**src/rtl/rgb_led_arbiter_if.sv**
```systemverilog
// rgb_led_arbiter_if: request/grant bundle between the colour sources and
// the RGB LED arbiter.
//   req   : per-requester level request           (master -> slave)
//   color : requester i colour at [3i+2:3i], R/G/B (master -> slave)
//   grant : registered one-hot owner, 0 when idle  (slave -> master)
//   busy  : high while any grant is active         (slave -> master)
interface rgb_led_arbiter_if #(
    parameter int N_REQ = 3
);
    logic [N_REQ-1:0]   req;
    logic [3*N_REQ-1:0] color;
    logic [N_REQ-1:0]   grant;
    logic               busy;

    modport master (output req, color, input grant, busy);
    modport slave  (input req, color, output grant, busy);
endinterface

```
**src/rtl/rgb_led_arbiter.sv**
```systemverilog
// rgb_led_arbiter: shares the board RGB LED between N_REQ requesters with
// round-robin arbitration, a minimum display time per grant and a maximum
// hold time after which a waiting requester preempts the owner.
// Ports:
//   clk, rst          : clock, synchronous active-high reset
//   bus (slave)       : req/color in, grant/busy out (registered)
//   RGB_R/RGB_G/RGB_B : active-low LED pins, registered
//   dim               : brightness, only when RGB_PWM_DIM_EN is defined
// Optional feature macro: RGB_PWM_DIM_EN (PWM dimming via dim/pwm_cnt).
module rgb_led_arbiter #(
    parameter int N_REQ    = 3,
    parameter int MIN_HOLD = 1200000,
    parameter int MAX_HOLD = 12000000,
    parameter int PWM_BITS = 4
) (
    input  logic              clk,
    input  logic              rst,
    rgb_led_arbiter_if.slave  bus,
`ifdef RGB_PWM_DIM_EN
    input  logic [PWM_BITS-1:0] dim,
`endif
    output logic              RGB_R,
    output logic              RGB_G,
    output logic              RGB_B
);
    localparam int HW = $clog2(MAX_HOLD);
    localparam int OW = $clog2(N_REQ);

    typedef enum logic {IDLE, OWNED} state_t;

    state_t           state, state_nxt;
    logic [N_REQ-1:0] grant_nxt;
    logic [HW-1:0]    hold_cnt, hold_nxt;
    logic [OW-1:0]    last_owner, last_nxt;
    logic [2:0]       color_reg, color_nxt;

    logic [N_REQ-1:0] owner_oh, cand;
    logic [OW-1:0]    pick_idx;
    logic             pick_ok;
    logic [2:0]       pick_color, own_color;
    logic             at_max, others, release_now;
    logic             gate;

    // While owned, last_owner is the current owner.
    assign owner_oh = N_REQ'(1) << last_owner;
    // On release the owner is always left out of the pick: under release (A)
    // its req is already low, so masking only matters for preemption.
    assign cand     = (state == OWNED) ? (bus.req & ~owner_oh) : bus.req;

    // Round-robin scan from last_owner+1; descending loop so the nearest
    // candidate is the one that sticks.
    always_comb begin
        logic [OW-1:0] pi;
        pick_ok  = 1'b0;
        pick_idx = last_owner;
        for (int k = N_REQ; k >= 1; k--) begin
            pi = OW'((int'(last_owner) + k) % N_REQ);
            if (cand[pi]) begin
                pick_ok  = 1'b1;
                pick_idx = pi;
            end
        end
    end

    always_comb begin
        pick_color = 3'b000;
        own_color  = 3'b000;
        for (int i = 0; i < N_REQ; i++) begin
            if (pick_idx == OW'(i))   pick_color = bus.color[3*i +: 3];
            if (last_owner == OW'(i)) own_color  = bus.color[3*i +: 3];
        end
    end

    assign at_max      = (hold_cnt == HW'(MAX_HOLD - 1));
    assign others      = |(bus.req & ~owner_oh);
    assign release_now = (state == OWNED) &&
                         ((!bus.req[last_owner] && hold_cnt >= HW'(MIN_HOLD - 1)) ||
                          (at_max && others));

    always_comb begin
        state_nxt = state;
        grant_nxt = bus.grant;
        hold_nxt  = hold_cnt;
        last_nxt  = last_owner;
        color_nxt = color_reg;
        if (state == IDLE || release_now) begin
            if (pick_ok) begin
                state_nxt = OWNED;
                grant_nxt = N_REQ'(1) << pick_idx;
                hold_nxt  = '0;
                last_nxt  = pick_idx;
                color_nxt = pick_color;
            end else begin
                state_nxt = IDLE;
                grant_nxt = '0;
                color_nxt = 3'b000;
            end
        end else begin
            if (!at_max) hold_nxt = hold_cnt + HW'(1);
            // Owner that dropped req keeps its last colour on the LED.
            if (bus.req[last_owner]) color_nxt = own_color;
        end
    end

`ifdef RGB_PWM_DIM_EN
    logic [PWM_BITS-1:0] pwm_cnt;
    always_ff @(posedge clk) begin
        if (rst) pwm_cnt <= '0;
        else     pwm_cnt <= pwm_cnt + PWM_BITS'(1);
    end
    assign gate = (pwm_cnt < dim);
`else
    assign gate = 1'b1;
`endif

    always_ff @(posedge clk) begin
        if (rst) begin
            state      <= IDLE;
            bus.grant  <= '0;
            bus.busy   <= 1'b0;
            hold_cnt   <= '0;
            last_owner <= OW'(N_REQ - 1);
            color_reg  <= 3'b000;
            RGB_R      <= 1'b1;
            RGB_G      <= 1'b1;
            RGB_B      <= 1'b1;
        end else begin
            state      <= state_nxt;
            bus.grant  <= grant_nxt;
            bus.busy   <= |grant_nxt;
            hold_cnt   <= hold_nxt;
            last_owner <= last_nxt;
            color_reg  <= color_nxt;
            // Pins load from color_nxt so they track color_reg with no extra stage.
            RGB_R      <= ~(color_nxt[2] & gate);
            RGB_G      <= ~(color_nxt[1] & gate);
            RGB_B      <= ~(color_nxt[0] & gate);
        end
    end
endmodule

```
**src/flat_wrapper.sv**
```systemverilog
// flat-port wrapper written by rule: the top's interface ports become plain ports
module rgb_led_arbiter_flat 
#(
    parameter int N_REQ    = 3,
    parameter int MIN_HOLD = 1200000,
    parameter int MAX_HOLD = 12000000,
    parameter int PWM_BITS = 4
)
  (clk, rst, RGB_R, RGB_G, RGB_B, bus_req, bus_color, bus_grant, bus_busy);
  rgb_led_arbiter_if #(.N_REQ(N_REQ)) bus_i ();
  input  logic clk;
  input  logic rst;
  output logic RGB_R;
  output logic RGB_G;
  output logic RGB_B;
  input wire logic [$bits(bus_i.req)-1:0] bus_req;
  input wire logic [$bits(bus_i.color)-1:0] bus_color;
  output wire logic [$bits(bus_i.grant)-1:0] bus_grant;
  output wire logic [$bits(bus_i.busy)-1:0] bus_busy;
  assign bus_i.req = bus_req;
  assign bus_i.color = bus_color;
  assign bus_grant = bus_i.grant;
  assign bus_busy = bus_i.busy;
  rgb_led_arbiter #(.N_REQ(N_REQ), .MIN_HOLD(MIN_HOLD), .MAX_HOLD(MAX_HOLD), .PWM_BITS(PWM_BITS)) u_core (.clk(clk), .rst(rst), .bus(bus_i), .RGB_R(RGB_R), .RGB_G(RGB_G), .RGB_B(RGB_B));
endmodule
```
**config.mk**
```make
export PLATFORM = sky130hd
export DESIGN_NAME = rgb_led_arbiter_flat
export DESIGN_NICKNAME = d
export VERILOG_FILES = /design/src/rtl/rgb_led_arbiter_if.sv /design/src/rtl/rgb_led_arbiter.sv /design/src/flat_wrapper.sv
export SDC_FILE = /design/constraint.sdc
export NUM_CORES = 1
export LEC_CHECK = 0
export ABC_AREA = 1
export CORE_MARGIN = 1
export CORE_UTILIZATION = 58
export DETAILED_ROUTE_END_ITERATION = 6
export GPL_ROUTABILITY_DRIVEN = 1
export HOLD_SLACK_MARGIN = 0.12
export PLACE_DENSITY = 0.78
export REMOVE_ABC_BUFFERS = 1
export SLEW_MARGIN = 15
export SYNTH_ARGS = -nofsm -noshare
export SYNTH_HDL_FRONTEND = slang
export SYNTH_SLANG_ARGS = --single-unit
```
**constraint.sdc**
```tcl
create_clock -name clk -period 2.4 [get_ports clk]
set_clock_uncertainty 0.2 [all_clocks]
set_input_delay 0.36 -clock clk [delete_from_list [all_inputs] [get_ports clk]]
set_output_delay 0.36 -clock clk [all_outputs]
set_load 0.01 [all_outputs]
```
# After elaboration in Yosys (flattened, before gate mapping)
# Cells that the tools add are included.
dict set report op_classes {
  addsub 4
  order_cmp 5
  n_mux 30
  n_div 3
  shifts 2
  n_eq_ne 7
  n_bitwise 6
  reduce_logical 12
}
# op count
set op_table {}
lappend op_table {{32-bit by 3-bit modulo with 32-bit output (second input constant)} 3}
lappend op_table {{24-bit 2-to-1 mux} 3}
lappend op_table {{3-bit 2-to-1 mux} 12}
lappend op_table {{24-bit by 1-bit adder with 24-bit output (second input constant)} 1}
lappend op_table {{24-bit == test (second input constant)} 1}
lappend op_table {{24-bit by 21-bit >= comparator with 1-bit output (second input constant)} 1}
lappend op_table {{2-bit by 3-bit less-than comparator with 1-bit output (second input constant)} 4}
lappend op_table {{1-bit binary-select mux with 2-bit select} 4}
lappend op_table {{1-bit 2-to-1 mux} 8}
lappend op_table {{2-bit by 2-bit adder with 3-bit output (second input constant)} 2}
lappend op_table {{2-bit 2-to-1 mux} 3}
lappend op_table {{3-bit OR reduction} 2}
lappend op_table {{1-bit by 2-bit left shift with 3-bit output (first input constant)} 2}
lappend op_table {{2-bit by 1-bit == test with 1-bit output (second input constant)} 2}
lappend op_table {{2-bit == test (second input constant)} 2}
lappend op_table {{2-bit zero test} 2}
lappend op_table {{1-bit NOT} 4}
lappend op_table {{2-bit AND reduction} 2}
lappend op_table {{2-bit by 1-bit adder with 3-bit output (second input constant)} 1}
lappend op_table {{3-bit bitwise AND} 1}
lappend op_table {{1-bit logical AND} 3}
lappend op_table {{3-bit NOT} 1}
lappend op_table {{1-bit logical OR} 2}
lappend op_table {{2-bit by 1-bit inequality test with 1-bit output (second input constant)} 1}
lappend op_table {{2 further kinds} 2}
dict set report totals {
  inputBits 14
  out_inout_bits 7
  regBits 37
  wordCells 78
}

# Logic depth before layout (Yosys ltp)
# Gate-level depths: netlist of the first run.
dict set report logic_depth {
  word_depth 16
  mapped_depth 18
  depth_no_buf 18
}

# Worst setup path before layout of the first run
# No wires, ideal clock.
dict set report synth_path {
  path_kind {register to register}
  startpoint {register u_core.last_owner[0]}
  endpoint {register u_core.RGB_G}
  n_path_buf 0
  stages_incl_launch_ff 15
  setup_slack_ns 0.192
  required_ns 2.084
  arrival_ns 1.892
  path_cell_list {dfxtp_1 -> inv_1 -> ha_1 -> a21oi_2 -> nand3_1 -> nand3_1 -> nand2_1 -> nand2_1 -> nand2_1 -> nor2_1 -> nand3_1 -> nand2_1 -> nand3_1 -> nand2_1 -> nand2_1}
}
dict set report synth_via {
  elab_chain_cells 16
  word_cells_on_any_way 47
  classes_between {add/sub (3); div (3); eq/ne (4); shift (1); mux (24); bitwise (3); reduce/logical (9)}
}
# item line_no
set synth_lines {}
lappend synth_lines {{start, declared} rgb_led_arbiter.sv:34} ;# logic [OW-1:0] last_owner, last_nxt;
lappend synth_lines {{start signal, assigned} rgb_led_arbiter.sv:122} ;# last_owner <= OW'(N_REQ - 1);
lappend synth_lines {{start signal, assigned} rgb_led_arbiter.sv:132} ;# last_owner <= last_nxt;
lappend synth_lines {{branches (longest 14 deep; another with 32-bit by 3-bit modulo with 32-bit output)} -}
lappend synth_lines {{3-bit 2-to-1 mux *} rgb_led_arbiter.sv:86} ;# if (state == IDLE || release_now) begin
lappend synth_lines {{1-bit NOT *} rgb_led_arbiter.sv:136} ;# RGB_G <= ~(color_nxt[1] & gate);
lappend synth_lines {{end signal, assigned} rgb_led_arbiter.sv:136}
lappend synth_lines {{end, declared} rgb_led_arbiter.sv:23} ;# output logic RGB_G,
# Mark *: on every way between the ends. The select of a mux whose other input is x is not followed.
# A chain may end at the register's enable or synchronous reset.

# Worst setup path in the final report of the first run
dict set report layout_path {
  startpoint {register u_core.hold_cnt[0]}
  endpoint {register u_core.RGB_R}
}
dict set report layout_via {
  elab_chain_cells 7
  word_cells_on_any_way 9
  classes_between {order compare (1); eq/ne (1); mux (1); bitwise (1); reduce/logical (5)}
}
# item line_no
set layout_lines {}
lappend layout_lines {{start, declared} rgb_led_arbiter.sv:33} ;# logic [HW-1:0] hold_cnt, hold_nxt;
lappend layout_lines {{start signal, assigned} rgb_led_arbiter.sv:131} ;# hold_cnt <= hold_nxt;
lappend layout_lines {{24-bit by 21-bit >= comparator with 1-bit output / 24-bit == test (equally long branches)} {rgb_led_arbiter.sv:77, rgb_led_arbiter.sv:74}}
lappend layout_lines {{1-bit logical AND, on equally long branches} {rgb_led_arbiter.sv:77, rgb_led_arbiter.sv:78}}
lappend layout_lines {{1-bit logical OR *} rgb_led_arbiter.sv:77} ;# ((!bus.req[last_owner] && hold_cnt >= HW'(MIN_HOLD - 1)) ||
lappend layout_lines {{1-bit logical AND *} rgb_led_arbiter.sv:76} ;# assign release_now = (state == OWNED) &&
lappend layout_lines {{1-bit logical OR *} rgb_led_arbiter.sv:86}
lappend layout_lines {{3-bit 2-to-1 mux *} rgb_led_arbiter.sv:86}
lappend layout_lines {{1-bit NOT *} rgb_led_arbiter.sv:135} ;# RGB_R <= ~(color_nxt[2] & gate);
lappend layout_lines {{end signal, assigned} rgb_led_arbiter.sv:135}
lappend layout_lines {{end, declared} rgb_led_arbiter.sv:22} ;# output logic RGB_R,
# Mark *: on every way between the ends. The rest lies on a longest branch, timed or not.

==> reports/results.md, run 1 <==
| Stage | Item | This run |
|---|---|---|
| power and ir drop | Cell area power density | 1080 nW/um2 |
| layout | Area delta synth->final | 21.0% |
| clock tree | Cell at the root of the clock tree | sky130_fd_sc_hd__clkbuf_8 |
| clock tree | Insertion delay of the later-clocked pin in the worst-skew pair | 300 ps |
| drt | Wire length after detailed routing | 6.73 mm |
| sta | Maximum operating frequency | 449 MHz |
| global route | Global-route wire length before repair | 10.4 mm |
| min path | Class of the tightest hold or removal check | reg2reg |
| yosys | Total standard cell area after synthesis | 2580 um2 |
| sta | Actual transition at the worst max-transition pin | 470 ps |
| worst setup path | Largest stage delay on the critical path | 350 ps |
| yosys | Synthesis warning total | 0 |
| floorplan | Number of top-level design ports | 21 |
| worst setup path | Slowest stage cell on the critical path | sky130_fd_sc_hd__dfxtp_1 |
| sta | Final slew viol count | 0 |
| yosys | Average cell area after synthesis | 6.59 um2 |
| place | Number of I/O port buffers | 20 |
| drt | Overall via count from detail_route | 2710 |
| worst setup path | Classification of the worst setup path | reg2reg |
| layout | Fraction of final layout cells sized beyond drive strength 1 | 20.0% |
| clock tree | Maximum clock path buffer count | 2 |
| worst setup path | Buffers plus inverters on the worst setup path | 2 |
| drt | Number of search-and-repair iterations in the first detailed-routing pass | 4 |
| sta | Final worst hold slack | 305 ps |
| worst setup path | Critical path startpoint category | flop |
| global route | Initial antenna violation count | 0 |
| worst setup path | Most common cell type on the critical path | sky130_fd_sc_hd__nand2_1 |
| sta | Relative max-transition margin | 68.7% |
| clock tree | Clock slew at reported path FFs | 70 ps |
| layout | Max reg flops | 24 |
| sta | Minimum period implied by the final worst setup slack | 2230 ps |
| place | HPWL after DPL | 5.08 mm |
| floorplan | Starting density of the core | 62.4% |
| yosys | Asr flop ratio synth | 0% |
| floorplan | Floorplan core area | 4140 um2 |
| drt | WL/cell | 13.8 um |
| clock tree | CTS tree | yes |
| layout | Diodes inserted | 0 |
| power and ir drop | Max rail drop VDD | 0.000963 V |
| run status | Outcome | complete, no violations |
| yosys | Post-synth top flop | sky130_fd_sc_hd__dfxtp_1 |
| clock tree | Total clock buffers created by CTS | 5 |
| power and ir drop | Leakage power | 1.35 nW |
| worst setup path | Worst Path Max Fanout | 7 |
| floorplan | DIE WIDTH | 68.8 um |
| drt | Average via count per standard cell | 5.54 |
| global route | GRT Residual Overflow | 0 |
| global route | Global Route Usage Sum | 29.9% |
| place | Routability-driven placement congestion ratio | 0.944 |
| yosys | Cells after synthesis | 392 |
| yosys | Yosys reg bits | 37 |
| drt | First-iteration detailed-routing DRC count | 185 |
| worst setup path | Kind of cell with the highest combined delay on the critical path | simple AND/OR/NAND/NOR gates |
| worst setup path | Critical Path AT | 2220 ps |
| floorplan | Die outline height | 68.8 um |
| clock tree | CTS sink count | 37 |
| clock tree | Number of hold buffers added after cts | 0 |
| yosys | Number of synthesized flops with an enable pin | 0 |
| yosys | Proportion of synthesized chip area in sequential cells | 28.7% |
| floorplan | Die area | 4730 um2 |
| global route | Pin count of the biggest net entering global routing | 16 |
| worst setup path | Cells traversed along the worst timing path | ha_1 > nand2_1 > nor3_2 > nand2_1 > nand2_1 > nand3_1 > nand2_1 > nand2_4 > nand3_4 > nand2_4 > inv_4 > nand2_1 > inv_1 > nand2_2 > nand2_1 > nand2_1 |
| sta | Final hold violation count | 0 |
| clock tree | Level count of the clock H-tree | 2 |
| global route | Number of global-route vias before repair | 2266 |
| job | Number of max-capacitance violations reported | 0 |
| yosys | Count of unique library cells instantiated by Yosys | 37 |
| drt | DRC violations left | 0 |
| layout | Final layout net count | 458 |
| worst setup path | Nature of the critical path endpoint | flop |
| sta | Count of final setup violators | 0 |
| floorplan | Row Count | 23 |
| sta | Tcrit/Tclk final | 92.9% |
| power and ir drop | Overall power consumption | 3.38 mW |
| drt | Residual antenna-violating net count after detailed routing | 0 |
| worst setup path | Endpoint required time on the critical path | 2390 ps |
==> area by class of cell <==
| cell class | instances | area, um2 |
|---|---|---|
| multi-input combinational | 299 | 1640 |
| fill | 359 | 1020 |
| sequential | 37 | 742 |
| timing repair buffer | 45 | 400 |
| inverter | 50 | 193 |
| clock buffer | 5 | 68.8 |
| tap | 50 | 62.6 |
| clock inverter | 3 | 17.5 |
==> path summary, 6_finish.rpt <==
path	start	end	slack (ps)	depth (start not counted)
worst max register to register	u_core.hold_cnt[0]	u_core.RGB_R	170	16
worst max-delay path	u_core.hold_cnt[0]	u_core.RGB_R	170	16
worst min register to register	u_core.hold_cnt[22]	u_core.hold_cnt[22]	310	2
worst min-delay path	u_core.hold_cnt[22]	u_core.hold_cnt[22]	310	2
==> worst min-delay path: stages (launching register included) <==
cell                      delay, ps
sky130_fd_sc_hd__dfxtp_1        340
sky130_fd_sc_hd__nand2_1         70
sky130_fd_sc_hd__a21oi_1         50
==> logic make-up (layout without fill, tap and decap cells) <==
logic type,Yosys count,after routing,share of synthesized area (%)
AOI/OAI and AO/OA,54,54,13.5
DFF,37,37,28.7
buffers and inverters,56,103,9.10
xor gates and xnor gates,10,10,3.39
and+or+nand+nor,229,229,42.5
adders and majority gates,6,6,2.90
==> repair_timing <==
item	4_1_cts	5_1_grt
gates resized for setup	0	14
endpoints found under the setup margin	0	23
buffers inserted	0	1
==> report_power, final <==
group / leakage [nW] / total [mW] / internal (mW) / switching, mW
Sequential: 0.302 / 0.761 / 0.706 / 0.0546
Combinational: 1.00 / 2.17 / 0.836 / 1.34
Clock: 0.0439 / 0.446 / 0.201 / 0.245
==> layer usage <==
layer / GRT usage [%] / up-vias / wire length [um]
li1: - / 1379 / -
met4: 9.69 / 0 / 74
met2: 43.6 / 96 / 2850
met3: 5.26 / 6 / 459
met5: 0 / - / 0
met1: 44.0 / 1229 / 3350
==> cell usage in the layout, fill, tap and decap left out, types with 3 or more instances in the layout <==
| cell | Yosys | routed |
|---|---|---|
| sky130_fd_sc_hd__clkbuf_8 | 0 | 5 |
| sky130_fd_sc_hd__a21oi_2 | 7 | 7 |
| sky130_fd_sc_hd__nand3_1 | 36 | 35 |
| sky130_fd_sc_hd__o21ai_0 | 8 | 8 |
| sky130_fd_sc_hd__nor2_2 | 3 | 4 |
| sky130_fd_sc_hd__nand2_4 | 3 | 3 |
| sky130_fd_sc_hd__ha_1 | 6 | 4 |
| sky130_fd_sc_hd__nand2_2 | 9 | 11 |
| sky130_fd_sc_hd__a21oi_4 | 2 | 3 |
| sky130_fd_sc_hd__clkdlybuf4s50_1 | 0 | 20 |
| sky130_fd_sc_hd__nand3_2 | 3 | 4 |
| sky130_fd_sc_hd__buf_4 | 1 | 24 |
| sky130_fd_sc_hd__o21ai_1 | 3 | 3 |
| sky130_fd_sc_hd__nor2_1 | 35 | 34 |
| sky130_fd_sc_hd__a221oi_1 | 3 | 3 |
| sky130_fd_sc_hd__nor3_1 | 5 | 5 |
| sky130_fd_sc_hd__inv_1 | 40 | 36 |
| sky130_fd_sc_hd__nand4_1 | 10 | 10 |
| sky130_fd_sc_hd__inv_2 | 7 | 11 |
| sky130_fd_sc_hd__a21oi_1 | 24 | 23 |
| sky130_fd_sc_hd__nand3b_1 | 3 | 3 |
| sky130_fd_sc_hd__nand2_1 | 109 | 107 |
| sky130_fd_sc_hd__xor2_1 | 10 | 10 |
| sky130_fd_sc_hd__dfxtp_1 | 37 | 36 |
| sky130_fd_sc_hd__nor4_1 | 5 | 5 |
| sky130_fd_sc_hd__o211ai_1 | 4 | 4 |
==> synthesized netlist by cell type (2+ instances only) <==
master	instances	area share [%]
sky130_fd_sc_hd__nor4_1	5	1.2
sky130_fd_sc_hd__nand3_2	3	1.2
sky130_fd_sc_hd__nor2_1	35	5.1
sky130_fd_sc_hd__nor3_2	3	1.2
sky130_fd_sc_hd__nand2_1	109	16
sky130_fd_sc_hd__o211ai_1	4	1.2
sky130_fd_sc_hd__a21oi_4	2	1.3
sky130_fd_sc_hd__inv_1	40	5.8
sky130_fd_sc_hd__nand3_1	36	7.0
sky130_fd_sc_hd__dfxtp_1	37	29
sky130_fd_sc_hd__a221oi_1	3	1.0
sky130_fd_sc_hd__nand3b_1	3	0.87
sky130_fd_sc_hd__o21ai_0	8	1.5
sky130_fd_sc_hd__nor2_2	3	0.73
sky130_fd_sc_hd__nand2_4	3	1.3
sky130_fd_sc_hd__inv_4	2	0.48
sky130_fd_sc_hd__nor3_1	5	0.97
sky130_fd_sc_hd__ha_1	6	2.9
sky130_fd_sc_hd__buf_6	2	0.87
sky130_fd_sc_hd__nand3_4	2	1.4
sky130_fd_sc_hd__o21ai_1	3	0.58
sky130_fd_sc_hd__nand2_2	9	2.2
sky130_fd_sc_hd__clkbuf_1	2	0.29
sky130_fd_sc_hd__xor2_1	10	3.4
sky130_fd_sc_hd__a21oi_1	24	4.6
sky130_fd_sc_hd__a21oi_2	7	2.4
sky130_fd_sc_hd__nand4_1	10	2.4
sky130_fd_sc_hd__inv_2	7	1.0
==> through the flow <==
stage                     util, %  area [um2]  instances  worst slack, ps  TNS [ps]
after global placement       72.3        3000        480            -52.0      -276
after CTS                    74.4        3080        488              109         0
after detailed placement     72.3        3000        480            -52.8      -227
after floorplan                 -        2540        386              192         0
after global routing         75.5        3130        489            -14.7     -22.4
final                        75.5        3130        489              172         0
Power figures use the tool's default switching activity.
==> run 2, diff against run 1 <==
--- a/config.mk
+++ b/config.mk
@@ -7,11 +7,12 @@
 export LEC_CHECK = 0
 export ABC_AREA = 1
 export CORE_MARGIN = 1
-export CORE_UTILIZATION = 58
+export CORE_UTILIZATION = 60
 export DETAILED_ROUTE_END_ITERATION = 6
 export GPL_ROUTABILITY_DRIVEN = 1
 export HOLD_SLACK_MARGIN = 0.12
-export PLACE_DENSITY = 0.78
+export MAX_ROUTING_LAYER = met4
+export PLACE_DENSITY = 0.8
 export REMOVE_ABC_BUFFERS = 1
 export SLEW_MARGIN = 15
 export SYNTH_ARGS = -nofsm -noshare
==> constraint.sdc (replaced) <==
create_clock -name clk -period 2.8 [get_ports clk]
set_clock_uncertainty 0.2 [all_clocks]
set_input_delay 0.42 -clock clk [delete_from_list [all_inputs] [get_ports clk]]
set_output_delay 0.42 -clock clk [all_outputs]
set_load 0.01 [all_outputs]
==> reports/results.md, run 2 (same netlist as run 1, synthesis figures left out) <==
| Stage | Item | This run | Change |
|---|---|---|---|
| global route | GRT Residual Overflow | 0 | unchanged |
| worst setup path | Worst reg2reg path depth | 14 | was 16 |
| layout | Number of standard cells in the final layout excluding fillers | 470 | was 489 |
| worst setup path | Slowest stage cell on the critical path | sky130_fd_sc_hd__dfxtp_1 | unchanged |
| sta | Relative max-transition margin | 73.6% | was 68.7% |
| global route | Most congested layer reported by global routing | met2 | was met1 |
| layout | Diodes inserted | 0 | unchanged |
| sta | Actual transition at the worst max-transition pin | 393 ps | was 470 ps |
| global route | Initial antenna violation count | 0 | unchanged |
| layout | Most common cell after layout, fill and taps aside | sky130_fd_sc_hd__nand2_1 | unchanged |
| drt | DRC violations left | 0 | unchanged |
| sta | Final hold violation count | 0 | unchanged |
| clock tree | Clock slew at reported path FFs | 70 ps | about the same |
| clock tree | Number of hold buffers added after cts | 0 | unchanged |
| layout | Fraction of final layout cells sized beyond drive strength 1 | 13.6% | was 20.0% |
| sta | Tcrit/Tclk final | 87.8% | was 92.9% |
| job | Number of max-capacitance violations reported | 0 | unchanged |
| clock tree | CTS sink count | 37 | unchanged |
| power and ir drop | Cell area power density | 903 nW/um2 | was 1080 nW/um2 |
| clock tree | Maximum clock path buffer count | 2 | unchanged |
| worst setup path | Classification of the worst setup path | reg2reg | unchanged |
| power and ir drop | Max rail drop VDD | 0.000788 V | was 0.000963 V |
| global route | Routing usage on met3 | 4.39% | was 5.26% |
| place | Dpl ws | 170 ps | was -52.8 ps |
| worst setup path | Most common cell type on the critical path | sky130_fd_sc_hd__nand2_1 | unchanged |
| sta | Count of final setup violators | 0 | unchanged |
| global route | Global-route wire length before repair | 9.80 mm | was 10.4 mm |
| sta | Sum of negative setup slack | 0 ps | unchanged |
| global route | GRT met1 Usage | 33.5% | was 44.0% |
| clock tree | Total clock buffers created by CTS | 5 | unchanged |
| layout | Final layout net count | 439 | was 458 |
| sta | Minimum period implied by the final worst setup slack | 2460 ps | was 2230 ps |
| worst setup path | Worst reg2reg endpoint | u_core.RGB_B | was u_core.RGB_R |
| floorplan | Number of top-level design ports | 21 | unchanged |
| worst setup path | Reg-to-reg setup timing slack | 340 ps | was 170 ps |
| global route | Global Route Usage Sum | 29.5% | was 29.9% |
| layout | Area delta synth->final | 14.2% | was 21.0% |
| worst setup path | Cells traversed along the worst timing path | inv_1 > ha_1 > a21oi_2 > nand3_1 > nand3_1 > nand2_1 > nand2_1 > nand2_1 > nor2_1 > nand3_1 > nand2_1 > nand2_2 > nand2_1 > nand2_1 | was ha_1 > nand2_1 > nor3_2 > nand2_1 > nand2_1 > nand3_1 > nand2_1 > nand2_4 > nand3_4 > nand2_4 > inv_4 > nand2_1 > inv_1 > nand2_2 > nand2_1 > nand2_1 |
| drt | First-iteration detailed-routing DRC count | 173 | was 185 |
| layout | Post-route cell area | 2950 um2 | was 3130 um2 |
| worst setup path | Termination of the worst setup path | u_core.RGB_B | was u_core.RGB_R |
| place | HPWL after DPL | 4.78 mm | was 5.08 mm |
| power and ir drop | Leakage power | 1.25 nW | was 1.35 nW |
| layout | Commonest cells after routing, fill and taps aside | sky130_fd_sc_hd__nand2_1 (109), sky130_fd_sc_hd__inv_1 (40), sky130_fd_sc_hd__dfxtp_1 (37) | was sky130_fd_sc_hd__nand2_1 (107), sky130_fd_sc_hd__inv_1 (36), sky130_fd_sc_hd__dfxtp_1 (36) |
| drt | Wire length after detailed routing | 6.15 mm | was 6.73 mm |
| floorplan | Die outline height | 67.6 um | was 68.8 um |
| floorplan | Row Count | 23 | unchanged |
| drt | Average via count per standard cell | 5.51 | was 5.54 |
| floorplan | Starting density of the core | 63.7% | was 62.4% |
| clock tree | Insertion delay of the later-clocked pin in the worst-skew pair | 300 ps | about the same |
| sta | Maximum operating frequency | 407 MHz | was 449 MHz |
| layout | Max reg flops | 24 | unchanged |
| worst setup path | Startpoint of the most critical register-to-register path | u_core.last_owner[0] | was u_core.hold_cnt[0] |
| run status | Outcome | complete, no violations | unchanged |
| worst setup path | Critical Path AT | 2440 ps | was 2220 ps |
| floorplan | DIE WIDTH | 67.6 um | was 68.8 um |
| drt | WL/cell | 13.1 um | was 13.8 um |
| worst setup path | Largest stage delay on the critical path | 330 ps | was 350 ps |
| place | Number of placed instances with taps included | 462 | was 480 |
| global route | Pin count of the biggest net entering global routing | 14 | was 16 |
| worst setup path | Kind of cell with the highest combined delay on the critical path | simple AND/OR/NAND/NOR gates | unchanged |
| worst setup path | Buffers plus inverters on the worst setup path | 1 | was 2 |
| clock tree | Cell at the root of the clock tree | sky130_fd_sc_hd__clkbuf_8 | unchanged |
| sta | Final slew viol count | 0 | unchanged |
| power and ir drop | Overall power consumption | 2.67 mW | was 3.38 mW |
| place | Cell area after placement | 2850 um2 | was 3000 um2 |
| floorplan | Die area | 4570 um2 | was 4730 um2 |
| worst setup path | Worst Path Max Fanout | 7 | unchanged |
| worst setup path | Nature of the critical path endpoint | flop | unchanged |
| sta | Worst-case setup margin in the final layout | 340 ps | was 172 ps |
| place | Number of I/O port buffers | 20 | unchanged |
| worst setup path | Depth of the critical timing path with buffers and inverters included | 14 | was 16 |
| clock tree | CTS tree | yes | unchanged |
| min path | Class of the tightest hold or removal check | reg2reg | unchanged |
| drt | Number of search-and-repair iterations in the first detailed-routing pass | 6 | was 4 |
| clock tree | Level count of the clock H-tree | 2 | unchanged |
| floorplan | Floorplan core area | 4060 um2 | was 4140 um2 |
| global route | GR Util met2 | 51.1% | was 43.6% |
| clock tree | Post-CTS setup buffers | 0 | unchanged |
| global route | Number of global-route vias before repair | 2281 | was 2266 |
| worst setup path | Worst Setup SP | u_core.last_owner[0] | was u_core.hold_cnt[0] |
| worst setup path | Endpoint required time on the critical path | 2780 ps | was 2390 ps |
| drt | Residual antenna-violating net count after detailed routing | 0 | unchanged |
| clock tree | CTS-repair resized insts | 0 | unchanged |
| sta | Setup repair after global routing missed its margin | no |  |
| drt | Overall via count from detail_route | 2589 | was 2710 |
| place | Routability-driven placement congestion ratio | 0.935 | was 0.944 |
| worst setup path | Critical path startpoint category | flop | unchanged |
==> run 2: worst min-delay path by stage <==
stage	startpoint	endpoint	cells past startpoint
global route	u_core.hold_cnt[1]	u_core.hold_cnt[1]	2
finish	u_core.bus.grant[1]	u_core.bus.grant[1]	2
global placement	u_core.hold_cnt[7]	u_core.hold_cnt[7]	2
floorplan	u_core.hold_cnt[7]	u_core.hold_cnt[7]	2
detailed placement	u_core.hold_cnt[22]	u_core.hold_cnt[22]	2
CTS	u_core.hold_cnt[22]	u_core.hold_cnt[22]	2
==> run 2: layer usage <==
metal / routed length (um) / share of wire, %
met5: 0 / 0
met4: 166 / 2.7
met3: 231 / 3.8
met2: 3060 / 50
met1: 2690 / 44
==> run 2: worst register-to-register path, cell delays in order (launching register included) <==
cell and delay, ps:
sky130_fd_sc_hd__dfxtp_1 330, sky130_fd_sc_hd__inv_1 90, sky130_fd_sc_hd__ha_1 310, sky130_fd_sc_hd__a21oi_2 240, sky130_fd_sc_hd__nand3_1 170, sky130_fd_sc_hd__nand3_1 110, sky130_fd_sc_hd__nand2_1 100, sky130_fd_sc_hd__nand2_1 80
sky130_fd_sc_hd__nand2_1 80, sky130_fd_sc_hd__nor2_1 240, sky130_fd_sc_hd__nand3_1 110, sky130_fd_sc_hd__nand2_1 100, sky130_fd_sc_hd__nand2_2 60, sky130_fd_sc_hd__nand2_1 60, sky130_fd_sc_hd__nand2_1 50
==> run 2: power by group <==
group / switching, mW / internal [mW] / total, mW / leakage [nW]
clock network: 0.194 / 0.222 / 0.416 / 0.0542
logic: 1.05 / 0.543 / 1.60 / 0.893
registers: 0.0476 / 0.604 / 0.652 / 0.301
==> run 2: layout make-up <==
type | count | area [um2]
Clock buffer | 7 | 96.3
Sequential cell | 37 | 741
Timing Repair Buffer | 26 | 245
Fill cell | 332 | 1110
Multi-Input combinational cell | 299 | 1610
Inverter | 50 | 193
Clock inverter | 1 | 5.00
Tap cell | 50 | 62.6
==> run 2: through the flow <==
stage,hold slack [ps],util [%]
3_5_place_dp,291,70.2
4_1_cts,302,72.7
2_1_floorplan,260,-
6_report,303,72.7
5_1_grt,333,72.7
3_3_place_gp,287,70.2
==> RTL edit 1 (settings of run 1) <==
Register the output `RGB_R` once more, with the module's reset; this adds one clock of latency there. The other outputs are not delayed to match. Comments in the files are not updated.
--- a/src/rtl/rgb_led_arbiter.sv
+++ b/src/rtl/rgb_led_arbiter.sv
@@ -27,6 +27,8 @@
     localparam int OW = $clog2(N_REQ);
 
     typedef enum logic {IDLE, OWNED} state_t;
+
+    logic RGB_R_s0;
 
     state_t           state, state_nxt;
     logic [N_REQ-1:0] grant_nxt;
@@ -121,7 +123,7 @@
             hold_cnt   <= '0;
             last_owner <= OW'(N_REQ - 1);
             color_reg  <= 3'b000;
-            RGB_R      <= 1'b1;
+            RGB_R_s0   <= 1'b1;
             RGB_G      <= 1'b1;
             RGB_B      <= 1'b1;
         end else begin
@@ -132,10 +134,18 @@
             last_owner <= last_nxt;
             color_reg  <= color_nxt;
             // Pins load from color_nxt so they track color_reg with no extra stage.
-            RGB_R      <= ~(color_nxt[2] & gate);
+            RGB_R_s0   <= ~(color_nxt[2] & gate);
             RGB_G      <= ~(color_nxt[1] & gate);
             RGB_B      <= ~(color_nxt[0] & gate);
         end
     end
+    always_ff @(posedge clk) begin
+        if (rst) begin
+            RGB_R <= '0;
+        end else begin
+            RGB_R <= RGB_R_s0;
+        end
+    end
+
 endmodule
 
Function: changed (a bounded check fails within 4 cycles, from zero or initial values and one cycle with rst high).
==> RTL edit 1 against run 1 <==
Sequential cell count grew 1; critical path depth fell by 1; non-clock buffer count down 4; largest power group unchanged; critical path type unchanged; area after synthesis up 4.6%; final area grew 1.8%; routed wire length up 4.2%; via count up 5.0%; total power decreased by 14%; core utilization decreased by 3.4 points; first-iteration DRC count up 21%; count of clock-buffer cells in the layout grew 1; worst setup slack got worse by 0.021 ns.
==> RTL edit 1: results (changes against run 1) <==
The flow ran to the end, and the final reports show no timing, DRC or antenna violations. After synthesis, the most frequently instantiated cells are 108 x sky130_fd_sc_hd__nand2_1, 41 x sky130_fd_sc_hd__inv_1, 41 x sky130_fd_sc_hd__nor2_1, 38 x sky130_fd_sc_hd__dfxtp_1, 32 x sky130_fd_sc_hd__nand3_1. The post-place setup slack was -0.0120 ns (+0.0407 ns). The count of vias placed by the detailed router is 2846 (+5.0%). The number of nets in the finished design came out at 473 (+3.3%). The fraction of area in multi-input gates came out at 53.1% (+0.58 points). The number of non-filler instances in the completed layout was 506 (+3.5%).

In this run the worst setup path terminates at u_core.RGB_R_s0. The worst-margin pin slew is 0.346 ns (-0.124 ns). The critical path arrival is 2.24 ns (+0.02 ns). The length of the first detailed-routing pass in iterations is 5 (+1). The wire length per cell came out at 13.9 µm (+0.73%).

The final-layout clock-cell area share came to 2.99% (+0.23 points). The area of placed instances is 3050 µm² (+1.7%). The inverter count is 55 (+10%). The timing-limited maximum frequency came out at 445 MHz (-0.93%).

The logic depth of the worst register-to-register path came out at 15 (-1). The slowest stage of the critical path belongs to the cell sky130_fd_sc_hd__dfxtp_2. The switching power was 1320 µW (-19%). The count of clock buffers in the final design is 6 (+1). Yosys attributes the largest share of cell area to sky130_fd_sc_hd__dfxtp_1 28%, sky130_fd_sc_hd__nand2_1 15%, sky130_fd_sc_hd__nand3_1 5.9%. The adder-cell share of the synthesized area came to 2.78% (-0.13 points). The capture endpoint of the worst hold path is u_core.RGB_R. Tracing the worst setup path back leads to its startpoint at u_core.last_owner[1]. The layout multi-input combinational cell count was 312 (+4.3%). The number of library cell types mapped by synthesis is 44 (+19%).

The cell count after placement is 498 (+3.8%). The static leakage power is 0.00128 µW (-5.0%). The flop-to-flop setup slack was 0.15 ns (-0.02 ns).

The global-route total usage across every layer came out at 29.9% (about the same). The global-route wire length before repair came to 11900 µm (+15%). The power drawn by the combinational cells is 1670 µW (-23%). The clock sink count is 38 (+2.7%). The share of layout cells above drive strength 1 came out at 20.7% (+0.66 points).

The non-clock buffer contribution to total cell area came to 11.2% (-1.6 points). The detailed-placement wirelength estimate was 5290 µm (+4.2%). The start point of the worst hold path is u_core.RGB_R_s0. The initial detailed-routing violation count is 224 (+21%). The critical register-to-register path endpoint is u_core.RGB_R_s0.
-- RTL edit 1: cell types whose count changed after synthesis, moves of 2 or more --
cell,before,now
sky130_fd_sc_hd__xor2_1,10,5
sky130_fd_sc_hd__o22ai_1,0,2
sky130_fd_sc_hd__inv_2,7,10
sky130_fd_sc_hd__nor2_1,35,41
sky130_fd_sc_hd__nand3_1,36,32
sky130_fd_sc_hd__nand2_2,9,17
sky130_fd_sc_hd__a21oi_2,7,9
sky130_fd_sc_hd__o21ai_0,8,12
sky130_fd_sc_hd__nor3_1,5,8
sky130_fd_sc_hd__nor3_2,3,1
-- RTL edit 1: layer usage --
layer | GRT usage (%) | up-vias | share of wire [%]
met4 | 13.8 | 0 | 3.2
met5 | 0 | - | 0
met3 | 5.05 | 24 | 6.3
li1 | - | 1429 | -
met1 | 34.0 | 1274 | 41
met2 | 53.8 | 119 | 49
==> RTL edit 2 (config.mk and constraints of run 1) <==
Made on the original files. `MAX_HOLD` is set to 12000000 in 2 places; all go to 48000000.
--- a/src/rtl/rgb_led_arbiter.sv
+++ b/src/rtl/rgb_led_arbiter.sv
@@ -10,7 +10,7 @@
 module rgb_led_arbiter #(
     parameter int N_REQ    = 3,
     parameter int MIN_HOLD = 1200000,
-    parameter int MAX_HOLD = 12000000,
+    parameter int MAX_HOLD = 48000000,
     parameter int PWM_BITS = 4
 ) (
     input  logic              clk,
--- a/src/flat_wrapper.sv
+++ b/src/flat_wrapper.sv
@@ -3,7 +3,7 @@
 #(
     parameter int N_REQ    = 3,
     parameter int MIN_HOLD = 1200000,
-    parameter int MAX_HOLD = 12000000,
+    parameter int MAX_HOLD = 48000000,
     parameter int PWM_BITS = 4
 )
   (clk, rst, RGB_R, RGB_G, RGB_B, bus_req, bus_color, bus_grant, bus_busy);
Behaviour: same outputs for any inputs over 10 cycles, from zero or initial values and one cycle with rst high; that may be too few to reach the edited logic, so the function may still have changed.
==> RTL edit 2 against run 1 <==
Sequential cell count rose by 2; highest routed layer unchanged; routed wire length grew 1.1%; first-iteration DRC count increased by 33%; largest power group unchanged; synthesized cell count grew 4.1%; final area increased by 5.0%; worst setup slack got worse by 0.061 ns; die area fell by 1.6%; area after synthesis is 1.6% lower; total power rose by 8.7%.
==> RTL edit 2: results (changes against run 1) <==
The critical path arrival came out at 2.29 ns (+0.07 ns). The post-place setup slack came to -0.184 ns (-0.131 ns). The last weighted congestion value of the routability-driven placer is 0.900 (-4.6%). The count of instances resized after the clock tree is built came out at 1 (+1).

The number of flip-flops in the largest register came out at 26 (+8.3%). The commonest cells after synthesis are 120 x sky130_fd_sc_hd__nand2_1, 54 x sky130_fd_sc_hd__nor2_1, 46 x sky130_fd_sc_hd__nand3_1, 42 x sky130_fd_sc_hd__inv_1, 39 x sky130_fd_sc_hd__dfxtp_1. The sum of met2 wire segment lengths after detailed routing is 3090 µm (+8.3%).

The post-layout total power came out at 3670 µW (+8.7%). The sequential fraction of the synthesis area is 30.7% (+2.1 points). The global-route total usage across every layer is 29.7% (-0.17 points).

The complex-gate fraction of the synthesized area came out at 11.9% (-1.6 points). The number of flip-flops and latches is 39 (+5.4%). The adder-cell share of the synthesized area was 2.95% (+0.049 points). The met1 wire length came out at 3270 µm (-2.5%). The layout multi-input combinational cell count is 316 (+5.7%).

The static leakage power came to 0.00141 µW (+4.6%). The met3 wirelength from detailed routing came out at 329 µm (-28%). The area of placed instances is 3010 µm² (+0.29%). The flop-to-flop setup slack is 0.11 ns (-0.06 ns). The maximum fanout count along the critical path came out at 17 (+10).

The switching power is 1650 µW (+1.1%). The timing-limited maximum frequency is 437 MHz (-2.7%). The initial detailed-routing violation count is 246 (+33%). The number of nets in the finished design came out at 481 (+5.0%). The startpoint identified for the worst hold timing path is u_core.hold_cnt[0]. The synthesis-to-finish area growth is 29.1%. The met1 track utilization from global routing is 39.4% (-4.6 points).

The endpoint identified for the worst register-to-register timing path is u_core.hold_cnt[12]. The cell count after synthesis is 408 (+4.1%). The combinational share of power came out at 62.9% (-1.4 points). The share of layout cells above drive strength 1 was 18.6% (-1.4 points). The largest net degree at the start of global routing is 22 (+6). The global-route track usage on met3 is 7.00% (+1.7 points). The fraction of area in multi-input gates is 49.8% (-2.8 points).

The maximum VDD drop came out at 0.837 mV (-13%). The final worst hold slack is 0.266 ns (-0.0394 ns). The logic depth of the worst register-to-register path is 14 (-2). The cell count after placement came to 499 (+4.0%). The inverter count is 45 (-10%).

The non-clock buffer contribution to total cell area came to 15.7% (+2.9 points). The flow ran to the end, and the final reports show no timing, DRC or antenna violations. The worst-margin pin slew came to 0.377 ns (-0.0928 ns). The register area came out at 783 µm² (+5.6%). The number of buffers other than clock buffers in the final layout came out at 54 (+20%). The synthesized-area fraction occupied by xor and xnor cells is 0.689% (-2.7 points).

The met2 routing resource usage after global routing came out at 48.5% (+4.9 points). The detailed-placement wirelength estimate came to 4890 µm (-3.7%). The count of filler cells inserted in the layout is 300 (-16%). Ranked by total cell area, the synthesized netlist is headed by sky130_fd_sc_hd__dfxtp_1 31%, sky130_fd_sc_hd__nand2_1 18%, sky130_fd_sc_hd__nand3_1 9.1%.

The register share of total power came out at 21.6% (-0.9 points). The global-route wire length before repair came out at 10300 µm (-1.2%). The wire length per cell is 13.3 µm (-3.5%).
## RTL edit 2: changes by cell type in the layout (fill, tap and decap cells not counted), moves of 4 or more
| cell | delta |
|---|---|
| sky130_fd_sc_hd__nor2_1 | +18 |
| sky130_fd_sc_hd__xor2_1 | -8 |
| sky130_fd_sc_hd__nand2_1 | +7 |
| sky130_fd_sc_hd__nand4_1 | -7 |
| sky130_fd_sc_hd__inv_2 | -6 |
| sky130_fd_sc_hd__nand3_1 | +6 |
| sky130_fd_sc_hd__a21oi_2 | -5 |
| sky130_fd_sc_hd__buf_4 | +5 |
| sky130_fd_sc_hd__nand3_2 | +5 |
| sky130_fd_sc_hd__nand2_2 | -4 |
## RTL edit 2: worst min path at each step
stage,end,cells after the start
6_report,u_core.hold_cnt[0],1
5_1_grt,u_core.hold_cnt[0],1
4_1_cts,u_core.hold_cnt[0],1
3_5_place_dp,u_core.hold_cnt[0],1
3_3_place_gp,u_core.hold_cnt[1],2
2_1_floorplan,u_core.color_reg[0],1
